<file path="config.mk">
export PLATFORM = sky130hd
export DESIGN_NAME = lsu_bus_bridge_flat
export DESIGN_NICKNAME = d
export VERILOG_FILES = /design/src/rtl/lsu_bus_bridge_pkg.sv /design/src/rtl/lsu_bus_bridge_if.sv /design/src/rtl/lsu_load_ext.sv /design/src/rtl/lsu_bus_bridge.sv /design/src/flat_wrapper.sv
export SDC_FILE = /design/constraint.sdc
export NUM_CORES = 1
export LEC_CHECK = 0
export BUFFER_PORTS_ARGS = -buffer_cell sky130_fd_sc_hd__buf_2
export CAP_MARGIN = 20
export CORE_ASPECT_RATIO = 0.5
export CORE_MARGIN = 1.5
export CORE_UTILIZATION = 47
export DETAILED_ROUTE_END_ITERATION = 10
export PLACE_DENSITY = 0.77
export SLEW_MARGIN = 20
export SYNTH_ARGS = -nofsm -noshare
export SYNTH_HDL_FRONTEND = slang
export SYNTH_SLANG_ARGS = --single-unit
</file>
<file path="constraint.sdc">
create_clock -name clk -period 2.1 [get_ports clk]
set_input_delay 0.105 -clock clk [delete_from_list [all_inputs] [get_ports clk]]
set_output_delay 0.105 -clock clk [all_outputs]
set_load 0.02 [all_outputs]
</file>
<file path="src/rtl/lsu_bus_bridge_pkg.sv">
// Shared types and constants for the LSU-to-bus bridge: FSM states, funct3 encodings,
// the default bus timeout and a funct3 legality helper.
package lsu_pkg;

    typedef enum logic [1:0] {
        StIdle,
        StReq,
        StDone,
        StErr
    } state_e;

    localparam logic [2:0] F3Lb  = 3'b000;
    localparam logic [2:0] F3Lh  = 3'b001;
    localparam logic [2:0] F3Lw  = 3'b010;
    localparam logic [2:0] F3Lbu = 3'b100;
    localparam logic [2:0] F3Lhu = 3'b101;
    localparam logic [2:0] F3Sb  = 3'b000;
    localparam logic [2:0] F3Sh  = 3'b001;
    localparam logic [2:0] F3Sw  = 3'b010;

    localparam int unsigned WaitMaxDefault = 15;

    function automatic logic f3_valid(logic [2:0] f3, logic we);
        if (we) begin
            return f3 inside {F3Sb, F3Sh, F3Sw};
        end
        return f3 inside {F3Lb, F3Lh, F3Lw, F3Lbu, F3Lhu};
    endfunction

endpackage

</file>
<file path="src/rtl/lsu_bus_bridge_if.sv">
// Simple request/ready memory bus between the LSU bridge (master) and a memory (slave).
interface lsu_bus_bridge_if;

    logic        bus_req;
    logic        bus_we;
    logic [31:0] bus_addr;
    logic [31:0] bus_wdata;
    logic [3:0]  bus_be;
    logic        bus_ready;
    logic [31:0] bus_rdata;

    modport master (
        output bus_req, bus_we, bus_addr, bus_wdata, bus_be,
        input  bus_ready, bus_rdata
    );

    modport slave (
        input  bus_req, bus_we, bus_addr, bus_wdata, bus_be,
        output bus_ready, bus_rdata
    );

endinterface

</file>
<file path="src/rtl/lsu_load_ext.sv">
// Load result formatter: picks the byte/halfword lane by address offset and extends it.
module lsu_load_ext
    import lsu_pkg::*;
(
    input  logic [2:0]  funct3_i,
    input  logic [1:0]  off_i,
    input  logic [31:0] rdata_i,
    output logic [31:0] data_o
);

    logic [7:0]  byte_sel;
    logic [15:0] half_sel;

    always_comb begin
        byte_sel = 8'h00;
        unique case (off_i)
            2'd0: byte_sel = rdata_i[7:0];
            2'd1: byte_sel = rdata_i[15:8];
            2'd2: byte_sel = rdata_i[23:16];
            2'd3: byte_sel = rdata_i[31:24];
            default: byte_sel = 8'h00;
        endcase
        half_sel = off_i[1] ? rdata_i[31:16] : rdata_i[15:0];
    end

    always_comb begin
        data_o = '0;
        case (funct3_i)
            F3Lb:    data_o = {{24{byte_sel[7]}}, byte_sel};
            F3Lh:    data_o = {{16{half_sel[15]}}, half_sel};
            F3Lw:    data_o = rdata_i;
            F3Lbu:   data_o = {24'h000000, byte_sel};
            F3Lhu:   data_o = {16'h0000, half_sel};
            default: data_o = '0;
        endcase
    end

endmodule

</file>
<file path="src/rtl/lsu_bus_bridge.sv">
// Bridges datapath load/store requests onto a request/ready bus with timeout and faults.
// Optional MISALIGN_TRAP_EN: misaligned halfword/word accesses fault instead of truncating.
module lsu_bus_bridge
    import lsu_pkg::*;
#(
    parameter int unsigned WAIT_MAX = WaitMaxDefault
) (
    input  logic                clk,
    input  logic                reset,
    input  logic                mem_read,
    input  logic                mem_write,
    input  logic [2:0]          funct3,
    input  logic [31:0]         addr,
    input  logic [31:0]         wr_data,
    output logic [31:0]         rd_data,
    output logic                stall,
    output logic                fault,
    lsu_bus_bridge_if.master    bus
);

    localparam int unsigned CntW = (WAIT_MAX > 1) ? $clog2(WAIT_MAX) : 1;

    state_e          state_q, state_d;
    logic [CntW-1:0] wait_q, wait_d;
    logic            we_q, we_d;
    logic [31:0]     addr_q, addr_d;
    logic [31:0]     wdata_q, wdata_d;
    logic [3:0]      be_q, be_d;
    logic [2:0]      f3_q, f3_d;
    logic [1:0]      off_q, off_d;
    logic [31:0]     rdata_q, rdata_d;

    logic        req, misalign, access_ok;
    logic [3:0]  be_calc;
    logic [31:0] wdata_calc;
    logic [1:0]  off_calc;
    logic [31:0] ext_data;

    assign req = mem_read | mem_write;

`ifdef MISALIGN_TRAP_EN
    assign misalign = ((funct3[1:0] == 2'b01) && addr[0]) ||
                      ((funct3[1:0] == 2'b10) && (addr[1:0] != 2'b00));
`else
    assign misalign = 1'b0;
`endif

    // mem_write wins when both requests are raised.
    assign access_ok = f3_valid(funct3, mem_write) && !misalign;

    // Offending low bits are dropped for halfwords/words so lanes stay naturally aligned.
    always_comb begin
        be_calc    = 4'b1111;
        wdata_calc = wr_data;
        off_calc   = 2'b00;
        case (funct3[1:0])
            2'b00: begin
                be_calc    = 4'b0001 << addr[1:0];
                wdata_calc = {4{wr_data[7:0]}};
                off_calc   = addr[1:0];
            end
            2'b01: begin
                be_calc    = 4'b0011 << {addr[1], 1'b0};
                wdata_calc = {2{wr_data[15:0]}};
                off_calc   = {addr[1], 1'b0};
            end
            default: begin
                be_calc    = 4'b1111;
                wdata_calc = wr_data;
                off_calc   = 2'b00;
            end
        endcase
    end

    always_comb begin
        state_d = state_q;
        wait_d  = wait_q;
        we_d    = we_q;
        addr_d  = addr_q;
        wdata_d = wdata_q;
        be_d    = be_q;
        f3_d    = f3_q;
        off_d   = off_q;
        rdata_d = rdata_q;
        unique case (state_q)
            StIdle: begin
                if (req) begin
                    if (!access_ok) begin
                        state_d = StErr;
                    end else begin
                        state_d = StReq;
                        wait_d  = '0;
                        we_d    = mem_write;
                        addr_d  = {addr[31:2], 2'b00};
                        wdata_d = wdata_calc;
                        be_d    = be_calc;
                        f3_d    = funct3;
                        off_d   = off_calc;
                    end
                end
            end
            StReq: begin
                if (bus.bus_ready) begin
                    state_d = StDone;
                    rdata_d = bus.bus_rdata;
                end else if (wait_q == CntW'(WAIT_MAX - 1)) begin
                    state_d = StErr;
                end else begin
                    wait_d = wait_q + 1'b1;
                end
            end
            StDone:  state_d = StIdle;
            StErr:   state_d = StIdle;
            default: state_d = StIdle;
        endcase
    end

    always_ff @(posedge clk or negedge reset) begin
        if (!reset) begin
            state_q <= StIdle;
            wait_q  <= '0;
            we_q    <= 1'b0;
            addr_q  <= '0;
            wdata_q <= '0;
            be_q    <= '0;
            f3_q    <= '0;
            off_q   <= '0;
            rdata_q <= '0;
        end else begin
            state_q <= state_d;
            wait_q  <= wait_d;
            we_q    <= we_d;
            addr_q  <= addr_d;
            wdata_q <= wdata_d;
            be_q    <= be_d;
            f3_q    <= f3_d;
            off_q   <= off_d;
            rdata_q <= rdata_d;
        end
    end

    lsu_load_ext u_load_ext (
        .funct3_i (f3_q),
        .off_i    (off_q),
        .rdata_i  (rdata_q),
        .data_o   (ext_data)
    );

    assign bus.bus_req   = (state_q == StReq);
    assign bus.bus_we    = we_q;
    assign bus.bus_addr  = addr_q;
    assign bus.bus_wdata = wdata_q;
    assign bus.bus_be    = be_q;

    // Reset gates stall so a held request cannot freeze the core while in reset.
    assign stall   = reset & req & ((state_q == StIdle) || (state_q == StReq));
    assign fault   = (state_q == StErr);
    assign rd_data = ((state_q == StDone) && !we_q) ? ext_data : '0;

endmodule

</file>
<file path="src/flat_wrapper.sv">
// flat-port wrapper written by rule: the top's interface ports become plain ports
module lsu_bus_bridge_flat import lsu_pkg::*;
#(
    parameter int unsigned WAIT_MAX = WaitMaxDefault
)
  (clk, reset, mem_read, mem_write, funct3, addr, wr_data, rd_data, stall, fault, bus_bus_req, bus_bus_we, bus_bus_addr, bus_bus_wdata, bus_bus_be, bus_bus_ready, bus_bus_rdata);
  lsu_bus_bridge_if bus_i ();
  input  logic clk;
  input  logic reset;
  input  logic mem_read;
  input  logic mem_write;
  input  logic [2:0] funct3;
  input  logic [31:0] addr;
  input  logic [31:0] wr_data;
  output logic [31:0] rd_data;
  output logic stall;
  output logic fault;
  output wire logic [$bits(bus_i.bus_req)-1:0] bus_bus_req;
  output wire logic [$bits(bus_i.bus_we)-1:0] bus_bus_we;
  output wire logic [$bits(bus_i.bus_addr)-1:0] bus_bus_addr;
  output wire logic [$bits(bus_i.bus_wdata)-1:0] bus_bus_wdata;
  output wire logic [$bits(bus_i.bus_be)-1:0] bus_bus_be;
  input wire logic [$bits(bus_i.bus_ready)-1:0] bus_bus_ready;
  input wire logic [$bits(bus_i.bus_rdata)-1:0] bus_bus_rdata;
  assign bus_bus_req = bus_i.bus_req;
  assign bus_bus_we = bus_i.bus_we;
  assign bus_bus_addr = bus_i.bus_addr;
  assign bus_bus_wdata = bus_i.bus_wdata;
  assign bus_bus_be = bus_i.bus_be;
  assign bus_i.bus_ready = bus_bus_ready;
  assign bus_i.bus_rdata = bus_bus_rdata;
  lsu_bus_bridge #(.WAIT_MAX(WAIT_MAX)) u_core (.clk(clk), .reset(reset), .mem_read(mem_read), .mem_write(mem_write), .funct3(funct3), .addr(addr), .wr_data(wr_data), .rd_data(rd_data), .stall(stall), .fault(fault), .bus(bus_i));
endmodule
</file>
==> results of run 1 <==
[cell families after synthesis]
| logic type | synth area share |
|---|---|
| DFF | 0.5037 |
| and+or+nand+nor | 0.05746 |
| AOI/OAI and AO/OA | 0.1058 |
| adders and majority gates | 0.004578 |
| buffers and inverters | 0.03251 |
| other | 0.0006862 |
| muxes | 0.2953 |
[final timing paths]
path	startpoint	endpoint	slack, ns
max	u_core.off_q[1]	rd_data[30]	-0.12
min	bus_bus_rdata[4]	u_core.rdata_q[4]	0.01
max reg2reg	u_core.state_q[0]	u_core.bus.bus_addr[14]	0.39
min reg2reg	u_core.bus.bus_wdata[1]	u_core.bus.bus_wdata[1]	0.50
max in group asynchronous	reset	u_core.off_q[0]	1.14
min in group asynchronous	reset	u_core.bus.bus_wdata[19]	0.20
[layer usage]
metal / up-vias / global-route usage
li1: 2183 / -
met5: - / 0
met1: 2283 / 0.2972
met3: 36 / 0.06114
met4: 0 / 0.08286
met2: 189 / 0.4103
[what timing repair did]
action,CTS,global route
gates cloned,0,1
resized for setup,10,6
hold buffers,58,1
setup buffers,3,1
endpoints found under the setup margin,26,26
hold endpoints to repair,80,1
pin swaps,1,1
[stage by stage]
stage | instances | hold slack, ns | setup WS, ns | util
finish | 867 | 0.01180 | -0.1228 | 0.6908
floorplan | 450 | -0.1906 | 0.2416 | -
global placement | 787 | 0.03673 | 0.2176 | 0.6016
global route | 867 | 0.005516 | -0.2259 | 0.6908
detailed placement | 787 | 0.03767 | 0.2014 | 0.6016
CTS | 864 | 0.001906 | -0.001609 | 0.6851
[state kept, by name, indices dropped and copies added (netlist names)]
| register | count |
|---|---|
| u_core.bus.bus_addr | 30 |
| u_core.wait_q | 4 |
| u_core.rdata_q | 32 |
| u_core.off_q | 2 |
| u_core.bus.bus_wdata | 32 |
| u_core.f3_q | 3 |
| u_core.state_q | 2 |
| u_core.bus.bus_be | 4 |
| u_core.bus.bus_we | 1 |
[cell type report]
cell class / instances / area, µm²
repair buffers: 288 / 1861
clock inverters: 6 / 61.31
clock buffers: 10 / 229.0
inverters: 7 / 26.28
flip-flops and latches: 110 / 2754
well taps: 145 / 181.4
fillers: 823 / 3447
multi-input cells: 301 / 2589
[cells in the final DEF, fill, tap and decap left out, types with 3 or more instances in the layout]
cell,netlist,routed
clkinv_2,0,3
nor2_1,8,8
o22ai_1,7,7
and3_1,4,4
nor3b_1,4,3
dlygate4sd3_1,0,59
o211ai_1,3,3
buf_2,13,201
mux2_2,126,125
inv_1,7,7
o2bb2ai_1,7,7
dfrtp_1,110,109
nand2_1,31,30
a22oi_1,11,10
a211oi_1,7,5
o21ai_0,12,12
clkbuf_16,0,10
mux2i_1,18,18
a21oi_1,31,31
buf_4,2,23
[worst reg2reg max path, delay by kind of cell, from the launching register on]
family | cells | cell delay (ns)
AND/OR/NAND/NOR | 1 | 0.15
buffers and inverters | 1 | 0.47
multiplexers | 1 | 0.43
flip-flops | 1 | 0.47
AO/OA/AOI/OAI | 1 | 0.08
[power groups by stage]
stage	sequential, W	combinational (W)	clock [W]
2_1_floorplan	0.00461	0.00277	0
3_3_place_gp	0.00392	0.00495	0
3_5_place_dp	0.00399	0.00508	0
4_1_cts	0.00397	0.00529	0.00173
5_1_grt	0.00412	0.00585	0.00183
6_report	0.00398	0.00547	0.00170
==> impl_results.md, run 1 <==
- Outcome: finished with violations
- Violations in the final reports: negative setup slack
- Cell type contributing the most total cell area after synthesis: dfrtp_1
- Switching power total: 0.004450 W
- Number of inserted diodes: 0
- Cell Pwr Density: 1448 nW/µm²
- Share of Yosys cell area claimed by the top area cell type: 0.5037
- Critical Path, Cell by Cell: buf_6 > nor3_1 > a222oi_1 > buf_4 > buf_8 > a21oi_1 > buf_2
- Number of primary I/O pins: 208
- Final nets: 823
- Post-route standard cell area excluding fillers: 7701 µm²
- FF-to-FF path depth: 4
- Remaining routing DRC violations: 0
- Post-route worst setup slack: -0.1228 ns
- Cell with the most instances after synthesis: mux2_2
- Highest net fanout along the worst path: 14
- Combined buffer and inverter count along the critical path: 4
- Category of cells accounting for the largest share of critical-path delay: buffers and inverters
- Post-route minimum period: 2.223 ns
- Fraction of registers with async set or reset after synthesis: 1.000
- Congestion Overflow GR: 0
- Actual transition at the worst max-transition pin: 0.6291 ns
- Clock input transition at the sequential cells of the worst setup and hold paths: 0.07 ns
- Synthesized area: 5465 µm²
- Number of hold violations in the final report: 0
- Clock tree skew after final layout: 0.007908 ns
- Type of element capturing the critical path: output port
- Port Buf Inserts: 205
- Leakage Power: 3.649 nW
- Category of the most critical setup path: register to output port
- Largest cells by area after synthesis: dfrtp_1 50%, mux2_2 26%, mux2i_1 3.3%
- Data required time at the worst endpoint: 2.00 ns
- Overall die area: 12320 µm²
- Critical path data arrival time: 2.12 ns
- Final HPWL from detailed placement: 9826 µm
- Per-cell routed wire length: 16.82 µm
- First-pass DRT Iterations: 5
- Worst Hold Depth: 2
- Count of unique library cells instantiated by Yosys: 43
- Post-Synthesis Mean Instance Area: 12.17 µm²
- VDD IR-drop max: 0.6251 mV
- Share of final-layout standard cells stronger than drive strength 1: 0.5291
- CP max stage cell: dfrtp_1
- Max incr delay on CP: 0.43 ns
- Number of instances in the synthesized netlist: 449
- Logic gate share of total power: 0.491
- Number of H-tree levels: 3
- Standard cell area after detailed placement: 6706 µm²
- First-pass GRT wire length: 23120 µm
- Share of the clock period used by the worst path: 1.058
- Detail-routed via count per cell: 5.411
- Horizontal extent of the die: 155.5 µm
- Routed via count: 4691
- Number of global-route vias before repair: 4659
- Area overhead of the layout relative to synthesis: 40.91%
- Internal power component: 0.006700 W
- Post-Route M1 WL: 6069 µm
- Global placement routability congestion: 0.7931
- Count of flip-flops with a built-in enable after synthesis: 0
- Seq cells post-synth: 110
- Normalized max-slew margin: 0.5698
- Starting utilization of the core area: 0.4902
- Post-Route WL: 14590 µm
- Inserted Clock Buffers: 9
- Site Rows: 27
- Vertical extent of the die: 79.25 µm
- Prevailing post-synth register cell: dfrtp_1
- Total met2 wirelength after detailed routing: 7356 µm
- Routed Antenna Nets: 0
- Number of clock sinks seen by CTS: 110
- Post-synthesis sequential area ratio: 0.5037
- Final total negative setup slack: -1.149 ns
- Worst-Skew Late Latency: 0.34 ns
- Highest metal layer with signal wires: met4
- Synth top cells by count: 126 x mux2_2, 110 x dfrtp_1, 31 x a21oi_1, 31 x nand2_1, 18 x mux2i_1
- Initial antenna violation count: 0
- Maximum number of pins on one net before global-route repair: 57
- Reg power frac: 0.357
- Number of warnings issued by yosys: 0
- Setup repair after global routing missed its margin: yes
- Starting DRC count in detailed routing: 301
- TritonCTS clock tree: yes
- Relative contribution of the clock network to total power: 0.152
- Clk root buf: clkbuf_16
- Critical path depth: 7
- Power Total: 0.01115 W
- Clock Path Buffers: 2
- Category of the worst setup path launch point: register
- Core footprint: 11150 µm²
- Total track usage: 0.2394
- Detail Route met3 WL: 835 µm
- Class of the worst hold path: input port to register
- Number of max-cap violations: 0
- Achievable frequency: 449.9 MHz
- Switching fraction of total power: 0.3991
- Number of max-slew violations in the final report: 0
- Setup Viol. Count Final: 16
Power figures use the tool's default switching activity.
==> run 2: changes to the inputs <==
PLACE_DENSITY = 0.76   (was 0.77)
SYNTH_HIERARCHICAL = 1   (was default)
==> run 2 against run 1 <==
  * Die area grew 6.7%
  * Setup slack better by 0.15 ns
  * Sequential share of layout area fell by 1.9 points
  * First-iteration DRC count up 33%
  * Largest cell class is now multi-input gates
  * Total power grew 9.0%
  * Via count increased by 6.7%
  * Wire length is 8.6% higher
  * The flow now finishes without violations
==> impl_results.md, run 2 <==
- Count of flip-flops with a built-in enable after synthesis: 0 (unchanged)
- Share of Yosys cell area claimed by the top area cell type: 0.4712 (-0.03247)
- Synth top cells by count: 110 x dfrtp_1, 56 x mux2_1, 35 x a21oi_1, 33 x mux2i_1, 33 x nand2_1
- Post-Synthesis Mean Instance Area: 11.57 µm² (-5.0%)
- Data required time at the worst endpoint: 2.00 ns (about the same)
- Type of element capturing the critical path: output port
- Per-cell routed wire length: 16.76 µm (-0.38%)
- Grt met3 use: 0.05354 (-0.007600)
- Category of cells accounting for the largest share of critical-path delay: flip-flops
- Cell Pwr Density: 1492 nW/µm² (+3.1%)
- Clock input transition at the sequential cells of the worst setup and hold paths: 0.07 ns (about the same)
- Setup repair after global routing missed its margin: yes
- Beginning of the worst hold path: bus_bus_rdata[24]
- Routed via count: 5006 (+6.7%)
- Number of instances in the synthesized netlist: 505 (+12%)
- First-pass DRT Iterations: 5 (unchanged)
- Number of global-route vias before repair: 4763 (+2.2%)
- Final total negative setup slack: 0 ns (+1.149 ns)
- Worst Hold Endpoint: u_core/rdata_q[24]
- Final nets: 881 (+7.0%)
- Inserted Clock Buffers: 9 (unchanged)
- Clock tree skew after final layout: 0.007569 ns (-0.0003385 ns)
- Starting utilization of the core area: 0.4876 (-0.002663)
- Core footprint: 11980 µm² (+7.5%)
- Number of inserted diodes: 0 (unchanged)
- Fillers: 925 (+12%)
- Final standard cell count with taps included and fillers excluded: 945 (+9.0%)
- Achievable frequency: 482.5 MHz (+7.3%)
- Max incr delay on CP: 0.45 ns (+0.02 ns)
- Outcome: complete, no violations
- Number of max-slew violations in the final report: 0 (unchanged)
- Category of the worst setup path launch point: register
- Worst-Skew Late Latency: 0.34 ns (about the same)
- Clk root buf: clkbuf_16
- Reg-to-reg slack, setup: 0.21 ns (-0.18 ns)
- CP max stage cell: dfrtp_2
- Site Rows: 28 (+3.7%)
- Count of unique library cells instantiated by Yosys: 53 (+23%)
- Leakage Power: 3.958 nW (+8.5%)
- Fraction of registers with async set or reset after synthesis: 1.000 (unchanged)
- Global placement routability congestion: 0.8921 (+12%)
- Number of max-cap violations: 0 (unchanged)
- Actual transition at the worst max-transition pin: 0.5874 ns (-0.04164 ns)
- Maximum number of pins on one net before global-route repair: 111 (+95%)
- Routed Antenna Nets: 0 (unchanged)
- Number of primary I/O pins: 208 (unchanged)
- Most used routing layer in global routing: met2
- Number of H-tree levels: 3 (unchanged)
- Port Buf Inserts: 205 (unchanged)
- VDD IR-drop max: 0.9042 mV (+45%)
- Power Total: 0.01216 W (+9.0%)
- Remaining routing DRC violations: 0 (unchanged)
- Commonest cells after routing, fill and taps aside: 203 x buf_2, 106 x dfrtp_1, 61 x dlygate4sd3_1
- Post-route minimum period: 2.072 ns (-0.1503 ns)
- Overall die area: 13150 µm² (+6.7%)
- Setup Viol. Count Final: 0 (-16)
- FF-to-FF path depth: 4 (unchanged)
- Largest cells by area after synthesis: dfrtp_1 47%, mux2_1 11%, mux2i_1 5.7%
- Share of the clock period used by the worst path: 0.9869 (-0.07159)
- First-pass GRT wire length: 24490 µm (+5.9%)
- Starting DRC count in detailed routing: 399 (+33%)
- Share of final-layout standard cells stronger than drive strength 1: 0.4038 (-0.1252)
- Cell with the most instances after synthesis: dfrtp_1
- Initial antenna violation count: 0 (unchanged)
- TritonCTS clock tree: yes
- Clock Path Buffers: 2 (unchanged)
- Cell type contributing the most total cell area after synthesis: dfrtp_1
- Prevailing post-synth register cell: dfrtp_1
- Number of clock sinks seen by CTS: 110 (unchanged)
- Met1 GRT Util: 0.3014 (+0.004207)
- Post-synthesis sequential area ratio: 0.4712 (-0.03247)
- Detail-routed via count per cell: 5.297 (-2.1%)
- Critical Path, Cell by Cell: mux2_4 > a22oi_4 > clkbuf_16 > a211oi_1 > and2_1 > buf_2
- Total track usage: 0.2377 (-0.001753)
- Number of hold violations in the final report: 0 (unchanged)
- Number of warnings issued by yosys: 6 (+6)
- Met2 global-route usage: 0.4229 (+0.01268)
- Highest net fanout along the worst path: 12 (-2)
- Most frequent standard cell in the layout excluding fill and tap cells: buf_2
- Horizontal extent of the die: 160.7 µm (+3.3%)
- Area overhead of the layout relative to synthesis: 39.47%
- Critical path data arrival time: 1.97 ns (-0.15 ns)
- Class of the worst hold path: input port to register
- Post-Route WL: 15840 µm (+8.6%)
- Endpoint of the worst-slack reg-to-reg timing path: u_core/bus.bus_addr[5]
- Worst Hold Depth: 2 (unchanged)
- Congestion Overflow GR: 0 (unchanged)
- Synthesized area: 5842 µm² (+6.9%)
- Final HPWL from detailed placement: 10530 µm (+7.1%)
- Critical R2R Launch: u_core/state_q[0]
- Category of the most critical setup path: register to output port
- Seq cells post-synth: 110 (unchanged)
- Combined buffer and inverter count along the critical path: 2 (-2)
- Vertical extent of the die: 81.84 µm (+3.3%)
- Post-route core utilization: 0.6800 (-0.01076)
- Placed instance count: 855 (+8.6%)
- Normalized max-slew margin: 0.6084 (+0.03860)
## run 2: area by class of cell
type | instances | area [µm²] | share of cell area
flip-flops and latches | 110 | 2758 | 0.3385
clock buffers | 10 | 239.0 | 0.02933
well taps | 165 | 206.4 | 0.02534
multi-input cells | 353 | 2903 | 0.3563
inverters | 4 | 15.01 | 0.001843
repair buffers | 297 | 1959 | 0.2405
clock inverters | 6 | 67.56 | 0.008292
## run 2: layer usage
metal | share of wire | routed length, µm
met5 | 0 | 0
met4 | 0.016 | 261
met3 | 0.059 | 937
met2 | 0.50 | 7903
met1 | 0.43 | 6736
## run 2: how the worst max path moves through the flow
stage	startpoint	endpoint	slack (ns)	cells past startpoint
final	u_core/off_q[0]	rd_data[27]	0.03	6
after global routing	u_core/off_q[0]	rd_data[18]	-0.01	6
after CTS	u_core/f3_q[1]	rd_data[5]	0.004	6
after detailed placement	u_core/f3_q[0]	rd_data[5]	0.20	6
after global placement	u_core/f3_q[0]	rd_data[2]	0.29	6
after floorplan	u_core/state_q[0]	u_core/wait_q[0]	0.53	4
## run 2: worst reg2reg max path: stages (launching register included)
cell	delay, ns
dfrtp_1	0.55
nor2_1	0.16
o221ai_4	0.11
buf_4	0.53
mux2_1	0.41
## run 2: power by group
| group | internal [W] | switching (W) | leakage (nW) |
|---|---|---|---|
| combinational | 0.00289 | 0.00349 | 2.49 |
| clock | 0.000965 | 0.000783 | 0.145 |
| sequential | 0.00316 | 0.000865 | 1.32 |
## run 2: cells by family (layout without fill, tap and decap cells)
logic type               Yosys count  in the layout  share of synthesized area
multiplexers                     120            120                     0.2371
AO/OA/AOI/OAI                    126            126                     0.1420
flip-flops                       110            110                     0.4712
AND/OR/NAND/NOR                  103            103                    0.09831
buffers and inverters             43            317                    0.04648
other                              1              2                  0.0006419
adder cells (fa/ha/maj)            2              2                   0.004283
## run 2: stage by stage
step / setup WS (ns) / hold slack, ns / area [µm²]
after global placement: 0.2851 / 0.2701 / 7038
final: 0.02752 / 0.01069 / 8148
after floorplan: 0.5275 / -0.1906 / 5846
after detailed placement: 0.2027 / 0.2789 / 7038
after global routing: -0.01300 / 0.003755 / 8148
after CTS: 0.004209 / 0.0006131 / 7984
## run 2: repair_timing
item,CTS,global route
pin swaps,0,3
setup buffers,2,10
setup endpoints to repair,32,32
endpoints found under the hold margin,170,0
gates resized for setup,6,14
cloned,0,1
hold buffers,61,0
